### src/rtl/serial_subtractor.sv
// Bit-serial unsigned subtractor: a single subtract cell and a borrow register
// walk the operands LSB first, producing (a - b) mod 2^WIDTH and the final borrow.
module serial_subtractor #(
    parameter int WIDTH = 8
) (
    input  logic             clk,
    input  logic             rst,
    input  logic             start,
    input  logic [WIDTH-1:0] a,
    input  logic [WIDTH-1:0] b,
    output logic             busy,
    output logic             done,
    output logic [WIDTH-1:0] diff,
    output logic             borrow_out
);
    localparam int CNT_W = $clog2(WIDTH) + 1;

    typedef enum logic [1:0] {IDLE, RUN, DONE} state_t;

    state_t           state_q;
    logic [WIDTH-1:0] aSr_q;
    logic [WIDTH-1:0] bSr_q;
    logic [WIDTH-1:0] dSr_q;
    logic [WIDTH-1:0] dSr_d;
    logic [CNT_W-1:0] cnt_q;
    logic             borrow_q;
    logic             borrow_d;
    logic             diffBit;
    logic             busy_q;
    logic             done_q;
    logic [WIDTH-1:0] diff_q;
    logic             borrowOut_q;

    // Subtract cell for the current bit pair; the new result bit enters at the MSB.
    always_comb begin
        diffBit  = aSr_q[0] ^ bSr_q[0] ^ borrow_q;
        borrow_d = (~aSr_q[0] & bSr_q[0]) | (~(aSr_q[0] ^ bSr_q[0]) & borrow_q);
        dSr_d    = (dSr_q >> 1) | (WIDTH'(diffBit) << (WIDTH - 1));
    end

    always_ff @(posedge clk) begin
        if (rst) begin
            state_q     <= IDLE;
            aSr_q       <= '0;
            bSr_q       <= '0;
            dSr_q       <= '0;
            cnt_q       <= '0;
            borrow_q    <= 1'b0;
            busy_q      <= 1'b0;
            done_q      <= 1'b0;
            diff_q      <= '0;
            borrowOut_q <= 1'b0;
        end else begin
            case (state_q)
                IDLE: begin
                    done_q <= 1'b0;
                    if (start) begin
                        aSr_q    <= a;
                        bSr_q    <= b;
                        dSr_q    <= '0;
                        borrow_q <= 1'b0;
                        cnt_q    <= '0;
                        busy_q   <= 1'b1;
                        state_q  <= RUN;
                    end
                end
                RUN: begin
                    aSr_q    <= aSr_q >> 1;
                    bSr_q    <= bSr_q >> 1;
                    dSr_q    <= dSr_d;
                    borrow_q <= borrow_d;
                    cnt_q    <= cnt_q + CNT_W'(1);
                    // Results are captured from the last bit's next-state so they are valid with done.
                    if (cnt_q == CNT_W'(WIDTH - 1)) begin
                        diff_q      <= dSr_d;
                        borrowOut_q <= borrow_d;
                        done_q      <= 1'b1;
                        state_q     <= DONE;
                    end
                end
                DONE: begin
                    done_q  <= 1'b0;
                    busy_q  <= 1'b0;
                    state_q <= IDLE;
                end
                default: begin
                    done_q  <= 1'b0;
                    busy_q  <= 1'b0;
                    state_q <= IDLE;
                end
            endcase
        end
    end

    assign busy       = busy_q;
    assign done       = done_q;
    assign diff       = diff_q;
    assign borrow_out = borrowOut_q;

endmodule

### config.mk
export PLATFORM = sky130hd
export DESIGN_NAME = serial_subtractor
export DESIGN_NICKNAME = d
export VERILOG_FILES = /design/src/rtl/serial_subtractor.sv
export SDC_FILE = /design/constraint.sdc
export NUM_CORES = 1
export LEC_CHECK = 0
export BUFFER_PORTS_ARGS = -buffer_cell sky130_fd_sc_hd__buf_4
export CELL_PAD_IN_SITES_DETAIL_PLACEMENT = 1
export CELL_PAD_IN_SITES_GLOBAL_PLACEMENT = 2
export CORE_ASPECT_RATIO = 1.1
export CORE_MARGIN = 2
export CORE_UTILIZATION = 33
export CTS_CLUSTER_SIZE = 8
export DETAILED_ROUTE_END_ITERATION = 7
export HOLD_SLACK_MARGIN = 0.05
export PLACE_DENSITY = 0.85
export SETUP_SLACK_MARGIN = 0.5
export SYNTH_ARGS = -nofsm -noshare
export SYNTH_HDL_FRONTEND = slang
export SYNTH_SLANG_ARGS = --single-unit
### constraint.sdc
create_clock -name clk -period 1.7 [get_ports clk]
set_clock_uncertainty 0.05 [all_clocks]
set_input_delay 0.17 -clock clk [delete_from_list [all_inputs] [get_ports clk]]
set_output_delay 0.17 -clock clk [all_outputs]
set_load 0.01 [all_outputs]
## After elaboration in Yosys (flattened, before gate mapping)

Index checks and enable logic that the tools add are counted.

| storage, ports and cells | value |
|---|---|
| register bits after elaboration | 42 |
| bits in latches | 0 |
| RAM bits | 0 |
| memory bits (read-only) | 0 |
| input bits | 19 |
| output and inout bits | 11 |
| word-level logic and storage cells | 46 |
| memories kept | 0 |

| operators by class | value |
|---|---|
| add/subtract/negate cells | 1 |
| multipliers | 0 |
| div/mod/pow operators | 0 |
| $lt $le $gt $ge | 0 |
| eq/ne operators | 4 |
| shifts and indexed selects | 0 |
| muxes and demuxes | 15 |
| bitwise operators | 9 |
| reduce and logical (&&, ||, !) cells | 7 |

Operator list:

| operator | count |
|---|---|
| $pmux 8 s2 | 3 |
| $mux 8 | 3 |
| $or 7x8->8 | 1 |
| $pmux 4 s2 | 1 |
| $reduce_and 2->1 | 4 |
| $add 4x1->4 const B | 1 |
| $eq 4x3->1 const B | 1 |
| $mux 2 | 2 |
| $mux 4 | 1 |
| $ne 2x2->1 const B | 2 |
| $pmux 1 s2 | 2 |
| $pmux 2 s2 | 1 |
| $not 1->1 | 3 |
| $and 1x1->1 | 2 |
| $eq 2x1->1 const B | 1 |
| $logic_not 2->1 | 1 |
| $mux 1 | 2 |
| $reduce_bool 2->1 | 1 |
| $reduce_or 2->1 | 1 |
| $xor 1x1->1 | 2 |
| $or 1x1->1 | 1 |

## Depth between registers and ports, before layout

Gate-level depths: netlist of run 1.

| depth | value |
|---|---|
| depth in word-level cells | 5 |
| depth in mapped cells | 5 |
| depth with buffers taken out | 4 |

## Least setup slack after synthesis of run 1

OpenSTA, ideal clock, no wires.

| timing path | value |
|---|---|
| kind | register -> register |
| start point | reg cnt_q[0] |
| end point | reg borrowOut_q (netlist: borrow_out) |
| setup time | 0.086 ns |
| arrival | 1.116 ns |
| data required time | 1.564 ns |
| slack | 0.449 ns |
| stages on the path, launching flop included | 6 |
| buffers on the path | 1 |
| period minus slack after synthesis | 1.251 ns |
| cell sequence | dfxtp_1 ha_1 and3b_1 buf_2 a21oi_1 a211oi_1 |

| between the ends | value |
|---|---|
| word-level cells in the longest chain between the ends | 2 |

Ends and longest elaborated chain:

| item | RTL line | text |
|---|---|---|
| start, declared | 25 | `logic [CNT_W-1:0] cnt_q;` |
| start signal, assigned | 72 | `cnt_q <= cnt_q + CNT_W'(1);` |
| $eq 4x3->1 | 74 | `if (cnt_q == CNT_W'(WIDTH - 1)) begin` |
| $reduce_and 2->1 (no source line) | n/a |  |
| end signal, assigned | 76 | `borrowOut_q <= borrow_d;` |
| end, declared | 32 | `logic borrowOut_q;` |

No other way between the ends.
A chain may end at the register's enable or synchronous reset.

## Worst setup path in the final report of run 1

| timing path | value |
|---|---|
| start point | reg state_q[1] |
| end point | reg cnt_q[3] |

| between the ends | value |
|---|---|
| word-level cells in the longest chain between the ends | 3 |
| elaborated cells on any way between the ends | 6 |
| classes of those cells | eq/ne (2); mux (1); reduce/logical (3) |

Ends and longest elaborated chain:

| item | RTL line | text |
|---|---|---|
| start, declared | 20 | `state_t state_q;` |
| start signal, assigned | 43 | `state_q <= IDLE;` |
| start signal, assigned | 64 | `state_q <= RUN;` |
| start signal, assigned | 78 | `state_q <= DONE;` |
| $eq 2x1->1 or $logic_not 2->1 (tied branches) | 54 | `case (state_q)` |
| $reduce_bool 2->1 (no source line) or $ne 2x2->1 (tied branches) | n/a |  |
| $reduce_and 2->1 (no source line) | n/a |  |

Parallel ways exist; a longest one is shown, timed or not.

==> flow_metrics.py, run 1 <==
metrics = {
    "die": {
        "core_area_sq_um": 5070,
        "num_io_pins": 30,
        "dieArea_sq_um": 5940,
        "start_util_pct": 34.8,
        "die_width_um": 73.7,
        "num_rows": 27,
        "die_h_um": 80.6,
    },
    "routing": {
        "drtIter0Drc": 52,
        "route.met3.wl_um": 139,
        "dr.pass1.iters": 4,
        "routedWlPerCell_um": 16.4,
        "via_per_inst": 5.61,
        "drt-total-wl_um": 4810,
        "drc": 0,
        "detail-route-antenna-nets": 0,
        "wl_met1_um": 2180,
        "wl_met2_um": 2420,
        "vias": 1650,
        "highest_layer": "met4",
    },
    "critical_path": {
        "path_cells": "nand2b_4, buf_8, or3_1, a31oi_1",
        "cp.arrival_ps": 1440,
        "reg2reg_slack_ps": 440,
        "critPathMaxStageDelay_ps": 370,
        "cp_slowest_cell": "dfxtp_4",
        "crit_path_end_kind": "flop",
        "cp.required_ps": 1880,
        "critPathKind": "flop to flop",
        "crit_fanout": 10,
        "cp-start-kind": "flop",
    },
    "logic_synthesis": {
        "synth_nets": 213,
        "synth.distinct_cells": 35,
        "synth_area_leaders": "dfxtp_1 47%, a21oi_1 7.1%, a22o_1 4.5%",
        "syn_inst": 192,
        "avgSynthCellArea_sq_um": 9.18,
        "yosysWarnings": 0,
        "ys_ff_latch": 41,
        "synth.top_cell.area_share_pct": 46.6,
        "seq_area_frac_synth_pct": 46.6,
        "post-synth-top-area-cell": "dfxtp_1",
        "syn_area_sq_um": 1760,
    },
    "cts": {
        "cts_buffers": 5,
        "clkSinkCount": 41,
        "cts.clk_slew.worst_paths_ps": 80,
        "htree_levels": 2,
        "cts-root-buf": "clkbuf_8",
        "cts_tree": "built",
        "clock_latency_ps": 290,
        "cts.path.max_buffers": 2,
    },
    "power_and_ir_drop": {
        "powerDensity_nw_per_um2": 828,
        "p_leak_nw": 0.955,
        "total_power_mw": 2.00,
        "irDropWorstVdd_v": 0.000474,
    },
    "global_route": {
        "antenna_found_initial": 0,
        "grt_pass1_wl_um": 7940,
        "grt_usage_pct": 17.1,
        "grt_overflow": 0,
        "first_global_vias": 1711,
        "grt_max_degree": 22,
    },
    "timing": {
        "fin_crit_ps": 1260,
        "setup_viol": 0,
        "rsz0062_at_grt": "yes",
        "maxSlewHeadroom_pct": 71.2,
        "totalNegativeSetupSlack_ps": 0,
        "worstMarginPinSlew_ps": 431,
        "maxSlewViolCount": 0,
        "fmax_mhz": 794,
        "timing.final.crit_share_pct": 74.1,
        "hold_violations": 0,
    },
    "finish": {
        "fin_nets": 256,
        "final_cells": 294,
        "utilization_pct": 47.8,
        "diodes": 0,
        "areaGrowthSynthToFinish_pct": 37.4,
        "layout-drive-gt1-share_pct": 40.7,
    },
    "run": {
        "drv_cap": 0,
    },
    "hold_path": {
        "hold_path_class": "primary input to flop",
    },
    "placed_design": {
        "dpl.cell_count": 275,
        "gp_congestion": 0.714,
        "hpwl_um": 3120,
        "io_buffers": 29,
    },
    "run_status": {
        "status": "complete, no violations",
    },
}
critical path, delay by kind of cell (launching register included):
| kind | cells | cell delay, ps |
|---|---|---|
| flip-flops | 1 | 370 |
| AND/OR/NAND/NOR | 2 | 510 |
| buffers and inverters | 1 | 140 |
| AO/OA/AOI/OAI | 1 | 130 |
per-stage QoR:
step | setup slack [ps] | instance area [sq um] | hold WS, ps
floorplan | 510 | 1770 | 304
global placement | 376 | 2070 | 389
detailed placement | 267 | 2070 | 395
CTS | 461 | 2340 | 102
global route | 402 | 2420 | 116
finish | 441 | 2420 | 107
worst paths after layout:
kind,cells past startpoint,endpoint,startpoint
min,3,bSr_q[7]$_SDFFE_PP0P_,b[7]
max,4,cnt_q[3]$_SDFFE_PP0P_,state_q[1]$_SDFFE_PP0P_
min reg2reg,1,done$_SDFFE_PP0N_,done$_SDFFE_PP0N_
max reg2reg,4,cnt_q[3]$_SDFFE_PP0P_,state_q[1]$_SDFFE_PP0P_
layer usage:
layer / global-route usage, % / vias to the layer above
met5: 0 / -
met4: 5.09 / 0
met3: 3.76 / 9
met2: 29.3 / 33
met1: 21.1 / 800
li1: - / 808
power breakdown:
group          internal (mW)  total [mW]  switching, mW
registers               1.00        1.03         0.0328
logic                  0.136       0.265          0.129
clock network          0.367       0.704          0.337
total                   1.50        2.00          0.499
synth_stat cells:
cell type / count
dfxtp_1: 41
o21a_1: 1
o21ba_2: 1
o21bai_1: 1
o22ai_1: 2
a21o_1: 2
o2bb2ai_1: 1
a21oi_1: 25
nor2b_1: 5
o31ai_1: 8
or3_1: 1
a211oi_1: 2
clkinv_1: 1
nor2_2: 2
and3b_1: 1
nand3_1: 10
nand2b_1: 1
nand2_1: 8
or3b_1: 7
a2bb2oi_1: 3
o221ai_1: 8
fa_1: 1
inv_1: 5
nor3_1: 3
nor3b_1: 1
a31oi_1: 1
o221a_2: 5
and3_1: 1
clkbuf_1: 5
a22o_1: 9
buf_1: 1
nor2_1: 9
ha_1: 1
o21ai_0: 10
buf_2: 9
state kept, by name, indices dropped and copies added (netlist names):
signal / count
diff: 8
dSr_q: 7
borrow_out: 1
done: 1
borrow_q: 1
aSr_q: 8
busy: 1
bSr_q: 8
cnt_q: 4
state_q: 2
final cells by class:
type / count / area [sq um]
fill: 594 / 2650
multi-input combinational: 130 / 956
sequential: 41 / 838
timing repair buffer: 51 / 428
clock buffer: 7 / 96.3
tap: 58 / 72.6
inverter: 6 / 23.8
clock inverter: 1 / 5.00
cell usage in the layout, fill, tap and decap left out, types with 2 or more instances in the layout:
master,instances
nand3_2,6
nor2_4,2
a21oi_1,22
buf_8,2
o21ai_0,3
nor3_1,3
o31ai_1,6
o221a_2,5
a21oi_2,3
dfxtp_1,33
o31ai_2,2
dfxtp_2,5
o221ai_1,8
nand2_1,7
clkbuf_8,7
clkinv_2,2
a21o_1,2
buf_4,40
a2bb2oi_1,3
o22ai_1,2
a22o_1,9
o21ai_1,7
nor2b_1,4
dfxtp_4,3
buf_6,8
nor2_1,8
or3b_1,7
nand3_1,4
inv_1,4
kinds of logic after synthesis:
kind of cell / Yosys count / synth area share [%]
AOI/OAI and AO/OA: 79 / 31.2
adders and majority gates: 2 / 1.85
buffers and inverters: 21 / 5.11
DFF: 41 / 46.6
and+or+nand+nor: 49 / 15.3
timing repair:
item,in CTS,in global routing
buffers inserted,9,1
pin swaps,6,14
setup endpoints to repair,36,34
gates resized for setup,31,24
cloned,1,0
hold buffers,0,0
(Power assumes the default switching activity.)
==> inputs of run 2 (changes only) <==
--- a/config.mk
+++ b/config.mk
@@ -5,12 +5,13 @@
 export SDC_FILE = /design/constraint.sdc
 export NUM_CORES = 1
 export LEC_CHECK = 0
+export ABC_AREA = 1
 export BUFFER_PORTS_ARGS = -buffer_cell sky130_fd_sc_hd__buf_4
 export CELL_PAD_IN_SITES_DETAIL_PLACEMENT = 1
 export CELL_PAD_IN_SITES_GLOBAL_PLACEMENT = 2
 export CORE_ASPECT_RATIO = 1.1
 export CORE_MARGIN = 2
-export CORE_UTILIZATION = 33
+export CORE_UTILIZATION = 31
 export CTS_CLUSTER_SIZE = 8
 export DETAILED_ROUTE_END_ITERATION = 7
 export HOLD_SLACK_MARGIN = 0.05
==> constraint.sdc (replaced) <==
create_clock -name clk -period 1.3 [get_ports clk]
set_clock_uncertainty 0.05 [all_clocks]
set_input_delay 0.13 -clock clk [delete_from_list [all_inputs] [get_ports clk]]
set_output_delay 0.13 -clock clk [all_outputs]
set_load 0.01 [all_outputs]
==> flow_metrics.py, run 2 <==
metrics = {
    "timing": {
        "maxSlewHeadroom_pct": 79.9,
        "rsz0062_at_grt": "yes",
        "fin_ws_ps": -1.09,
        "worstMarginPinSlew_ps": 302,
        "hold_violations": 0,
        "whs_ps": 66.2,
        "setup_viol": 1,
        "fmax_mhz": 769,
        "totalNegativeSetupSlack_ps": -1.09,
        "timing.final.crit_share_pct": 100,
        "fin_crit_ps": 1300,
        "maxSlewViolCount": 0,
    },
    "cts": {
        "cts_buffers": 5,
        "cts-root-buf": "clkbuf_8",
        "cts.clk_slew.worst_paths_ps": 90,
        "htree_levels": 2,
        "cts.path.max_buffers": 2,
        "clock_latency_ps": 310,
        "cts_tree": "built",
        "clkSinkCount": 41,
    },
    "placed_design": {
        "placed_cell_area_sq_um": 2320,
        "gp_congestion": 0.729,
        "hpwl_um": 3400,
        "dpl_worst_slack_ps": 51.4,
        "dpl.cell_count": 353,
        "io_buffers": 29,
    },
    "power_and_ir_drop": {
        "p_leak_nw": 1.43,
        "powerDensity_nw_per_um2": 983,
        "power_switching_share_pct": 27.3,
        "total_power_mw": 3.33,
        "internal_power_mw": 2.42,
        "p_clk_share_pct": 38.5,
        "seqPwrFrac_pct": 40.1,
        "irDropWorstVdd_v": 0.000524,
        "p_comb_share_pct": 21.5,
        "p_sw_mw": 0.909,
    },
    "global_route": {
        "grt_usage_pct": 19.6,
        "grt_overflow": 0,
        "first_global_vias": 1904,
        "antenna_found_initial": 0,
        "grt_max_degree": 21,
        "grt_pass1_wl_um": 9810,
    },
    "logic_synthesis": {
        "async_flop_share_pct": 0,
        "post-synth-top-area-cell": "dfxtp_1",
        "synth_nets": 271,
        "yosysMostFrequentCell": "nand2_1",
        "synth.top_cell.area_share_pct": 44.3,
        "syn_inst": 250,
        "avgSynthCellArea_sq_um": 7.41,
        "synthTopCellsByCount": "60 x nand2_1, 41 x dfxtp_1, 40 x nor2_1, 37 x nand3_1, 19 x inv_1",
        "synth_edf_count": 0,
        "synth_area_leaders": "dfxtp_1 44%, nand2_1 12%, nand3_1 10%",
        "seq_area_frac_synth_pct": 44.3,
        "syn_area_sq_um": 1850,
        "yosysWarnings": 0,
        "synth_ff_type": "dfxtp_1",
        "synth.distinct_cells": 25,
        "ys_ff_latch": 41,
    },
    "critical_path": {
        "cp-start-kind": "flop",
        "r2r_end": "diff[7]$_SDFFE_PP0P_",
        "reg2reg_slack_ps": -1,
        "critPathKind": "flop to flop",
        "rr_startpoint": "bSr_q[0]$_SDFFE_PP0P_",
        "r2r_cells": 6,
        "cp.required_ps": 1460,
        "crit_fanout": 2,
        "crit_path_end_kind": "flop",
        "cp.arrival_ps": 1460,
    },
    "die": {
        "num_io_pins": 30,
        "start_util_pct": 32.1,
        "dieArea_sq_um": 6610,
        "die_h_um": 85.1,
        "core_area_sq_um": 5770,
        "die_width_um": 77.7,
        "num_rows": 29,
    },
    "finish": {
        "areaGrowthSynthToFinish_pct": 82.8,
        "n_fill_cell": 612,
        "final_cell_mix": "43 x nand2_1, 34 x buf_4, 24 x nand3_2",
        "final_cells": 395,
        "final_common_cell": "nand2_1",
        "fin_nets": 338,
        "multiInputGateArea_sq_um": 1420,
        "regArea_sq_um": 856,
        "utilization_pct": 58.7,
        "layout-drive-gt1-share_pct": 62.9,
        "stdcell_area_sq_um": 3380,
        "diodes": 0,
    },
    "routing": {
        "dr.pass1.iters": 5,
        "drtIter0Drc": 35,
        "vias": 1919,
        "drt-total-wl_um": 6670,
        "drc": 0,
        "via_per_inst": 4.86,
        "routedWlPerCell_um": 16.9,
        "detail-route-antenna-nets": 0,
    },
    "hold_path": {
        "hold_path_class": "primary input to flop",
        "hold_depth": 5,
        "hp-start": "b[2]",
        "hold_end": "bSr_q[2]$_SDFFE_PP0P_",
    },
    "run": {
        "drv_cap": 0,
    },
    "run_status": {
        "status": "finished, violations left",
        "violations": "negative setup slack",
    },
}
run 2: cell types whose count changed after synthesis, moves of 14 or more:
cell,previous run,this run
nand3_1,10,37
inv_1,5,19
nor2_1,9,40
a21oi_1,25,5
nand2_1,8,60
run 2: power groups by stage:
stage	clock [mW]	sequential, mW	combinational (mW)
final	1.28	1.33	0.714
after global routing	1.34	1.34	0.763
after CTS	1.29	1.33	0.549
after detailed placement	0	1.36	0.377
after global placement	0	1.36	0.367
after floorplan	0	1.35	0.260
run 2: cells by family after synthesis:
logic type               Yosys count  share of synthesized area [%]
AO/OA/AOI/OAI                     16                           4.86
AND/OR/NAND/NOR                  157                           39.5
flip-flops                        41                           44.3
adder cells (fa/ha/maj)            2                           1.76
buffers and inverters             34                           9.59
run 2: per-layer routing:
| metal | wire length (um) | global-route usage, % | share of wire [%] | vias up |
|---|---|---|---|---|
| met1 | 2690 | 22.8 | 40 | 928 |
| met2 | 3600 | 35.1 | 54 | 39 |
| met4 | 201 | 6.82 | 3.0 | 0 |
| met3 | 179 | 4.47 | 2.7 | 17 |
| li1 | - | - | - | 935 |
| met5 | 0 | 0 | 0 | - |
run 2: worst max path at each step:
stage / start / to / slack, ps / cells past startpoint
4_1_cts: borrow_q$_SDFFE_PP0P_ / diff[7]$_SDFFE_PP0P_ / 50 / 6
2_1_floorplan: aSr_q[0]$_SDFFE_PP0P_ / diff[7]$_SDFFE_PP0P_ / 140 / 5
5_1_grt: bSr_q[0]$_SDFFE_PP0P_ / diff[7]$_SDFFE_PP0P_ / -110 / 6
6_report: bSr_q[0]$_SDFFE_PP0P_ / diff[7]$_SDFFE_PP0P_ / -1 / 6
3_5_place_dp: bSr_q[0]$_SDFFE_PP0P_ / diff[7]$_SDFFE_PP0P_ / 50 / 6
3_3_place_gp: bSr_q[0]$_SDFFE_PP0P_ / diff[7]$_SDFFE_PP0P_ / 120 / 6
run 2: critical path, stage by stage (launching register included):
cell	delay (ps)
dfxtp_1	320
inv_1	120
fa_1	440
inv_1	80
nand3_1	70
nand2_1	80
nor2_1	40
run 2: final cells by class:
type / count / area share (%)
clock inverter: 3 / 2.03
multi-input combinational: 178 / 42.0
timing repair buffer: 70 / 23.1
inverter: 21 / 2.70
clock buffer: 5 / 2.03
tap: 77 / 2.85
sequential: 41 / 25.3
run 2: what timing repair did:
item                       in CTS  in global routing
hold buffers                    2                  0
pin swaps                      43                 41
hold endpoints to repair        2                  0
gates resized for setup        70                 71
cloned                          6                  0
setup buffers                  11                 15
setup endpoints to repair      51                 52
==> inputs of run 3 (changes only) <==
--- a/config.mk
+++ b/config.mk
@@ -16,7 +16,7 @@
 export DETAILED_ROUTE_END_ITERATION = 7
 export HOLD_SLACK_MARGIN = 0.05
 export PLACE_DENSITY = 0.85
-export SETUP_SLACK_MARGIN = 0.5
+export SETUP_SLACK_MARGIN = 0.2
 export SYNTH_ARGS = -nofsm -noshare
 export SYNTH_HDL_FRONTEND = slang
 export SYNTH_SLANG_ARGS = --single-unit
==> flow_metrics.py, run 3 (same netlist as run 2, synthesis figures left out) <==
metrics = {
    "critical_path": {
        "crit_fanout": 6,
        "critPathTopFamily": "flip-flops",
        "critPathMaxStageDelay_ps": 400,
        "path_buf_inv": 4,
        "crit_start": "state_q[0]$_SDFFE_PP0P_",
        "critPathKind": "flop to flop",
        "crit_path_end_kind": "flop",
        "rr_startpoint": "state_q[0]$_SDFFE_PP0P_",
        "cp.arrival_ps": 1430,
        "cp-start-kind": "flop",
        "path_cells": "inv_4, nor2_4, buf_12, buf_12, nand2_4, nand3_2, nand2_1, inv_1",
        "cp.required_ps": 1480,
        "cp_common_cell": "buf_12",
        "cp_slowest_cell": "dfxtp_4",
    },
    "timing": {
        "hold_violations": 0,
        "rsz0062_at_grt": "yes",
        "fin_crit_ps": 1260,
        "setup_viol": 0,
        "fmax_mhz": 794,
        "worstMarginPinSlew_ps": 208,
        "maxSlewHeadroom_pct": 86.0,
        "timing.final.crit_share_pct": 96.8,
        "maxSlewViolCount": 0,
    },
    "finish": {
        "utilization_pct": 49.2,
        "final_cells": 373,
        "areaGrowthSynthToFinish_pct": 53.3,
        "final_cell_mix": "38 x nand2_1, 37 x nor2_1, 36 x buf_4",
        "fin_nets": 317,
        "diodes": 0,
        "final_common_cell": "nand2_1",
        "layout-drive-gt1-share_pct": 45.9,
    },
    "hold_path": {
        "hp-start": "b[7]",
        "hold_path_class": "primary input to flop",
    },
    "placed_design": {
        "dpl.cell_count": 353,
        "io_buffers": 29,
        "hpwl_um": 3290,
        "gp_congestion": 0.766,
    },
    "die": {
        "start_util_pct": 32.1,
        "num_io_pins": 30,
        "dieArea_sq_um": 6610,
        "die_width_um": 77.7,
        "core_area_sq_um": 5770,
        "num_rows": 29,
        "die_h_um": 85.1,
    },
    "global_route": {
        "grt_max_degree": 17,
        "grt_usage_pct": 16.2,
        "antenna_found_initial": 0,
        "grt_overflow": 0,
        "grt_pass1_wl_um": 8410,
        "first_global_vias": 1741,
    },
    "cts": {
        "htree_levels": 2,
        "clkSinkCount": 41,
        "cts.path.max_buffers": 2,
        "cts_tree": "built",
        "clock_latency_ps": 290,
        "postCtsHoldBufs": 0,
        "cts-root-buf": "clkbuf_8",
        "cts.clk_slew.worst_paths_ps": 80,
        "cts_buffers": 5,
    },
    "power_and_ir_drop": {
        "irDropWorstVdd_v": 0.000506,
        "p_leak_nw": 1.31,
        "total_power_mw": 2.73,
        "powerDensity_nw_per_um2": 963,
    },
    "routing": {
        "route.met3.wl_um": 152,
        "dr.pass1.iters": 4,
        "drtIter0Drc": 54,
        "highest_layer": "met4",
        "routedWlPerCell_um": 14.8,
        "detail-route-antenna-nets": 0,
        "wl_met1_um": 2350,
        "via_per_inst": 4.72,
        "drc": 0,
        "wl_met2_um": 2930,
        "drt-total-wl_um": 5530,
        "vias": 1760,
    },
    "run_status": {
        "status": "complete, no violations",
    },
    "run": {
        "drv_cap": 0,
    },
}
run 3: cell types whose count changed in the layout (fill, tap and decap cells not counted), sizes merged:
| cell | previous run | this run |
|---|---|---|
| inv | 22 | 21 |
| buf | 68 | 48 |
| bufinv | 2 | 0 |
| clkbuf | 5 | 9 |
| dlygate4sd3 | 2 | 0 |
| nand2 | 67 | 66 |
run 3: what timing repair did:
action | 4_1_cts | 5_1_grt
resized for setup | 22 | 69
gates cloned | 2 | 3
endpoints found under the setup margin | 40 | 30
buffers inserted | 5 | 3
pin swaps | 6 | 30
run 3: layer usage:
layer | vias to the layer above | track usage [%]
li1 | 891 | -
met1 | 831 | 19.9
met2 | 32 | 28.4
met3 | 6 | 3.62
met4 | 0 | 4.55
met5 | - | 0
run 3: report_power, final:
part           internal, mW  switching (mW)  total [mW]  leakage [nW]
registers              1.30          0.0447        1.34         0.338
clock network         0.422           0.426       0.847        0.0443
logic                 0.268           0.277       0.545         0.923
run 3: area by class of cell:
cell class | instances | area (sq um)
repair buffers | 50 | 537
well taps | 77 | 96.3
flip-flops and latches | 41 | 837
multi-input cells | 177 | 1190
clock buffers | 7 | 86.3
inverters | 21 | 91.3
fillers | 675 | 2930
run 3: worst reg2reg max path, delay by kind of cell (launching register included):
| kind | cells | cell delay (ps) |
|---|---|---|
| buffers and inverters | 4 | 420 |
| flip-flops | 1 | 400 |
| AND/OR/NAND/NOR | 4 | 340 |
run 3: per-stage QoR:
step | setup TNS (ps) | hold WS (ps) | setup WS, ps | instance area (sq um)
6_report | 0 | 63.0 | 41.2 | 2840
4_1_cts | 0 | 58.0 | 56.4 | 2490
2_1_floorplan | 0 | 239 | 137 | 1880
3_3_place_gp | 0 | 369 | 103 | 2220
3_5_place_dp | 0 | 371 | 48.0 | 2220
5_1_grt | -21.5 | 57.0 | -12.3 | 2840
run 3: worst paths after layout:
| check | to | slack [ps] | depth (start not counted) |
|---|---|---|---|
| hold reg to reg | bSr_q[1]$_SDFFE_PP0P_ | 420 | 2 |
| setup / recovery | aSr_q[0]$_SDFFE_PP0P_ | 40 | 8 |
| setup reg to reg | aSr_q[0]$_SDFFE_PP0P_ | 40 | 8 |
| hold / removal | bSr_q[7]$_SDFFE_PP0P_ | 60 | 3 |
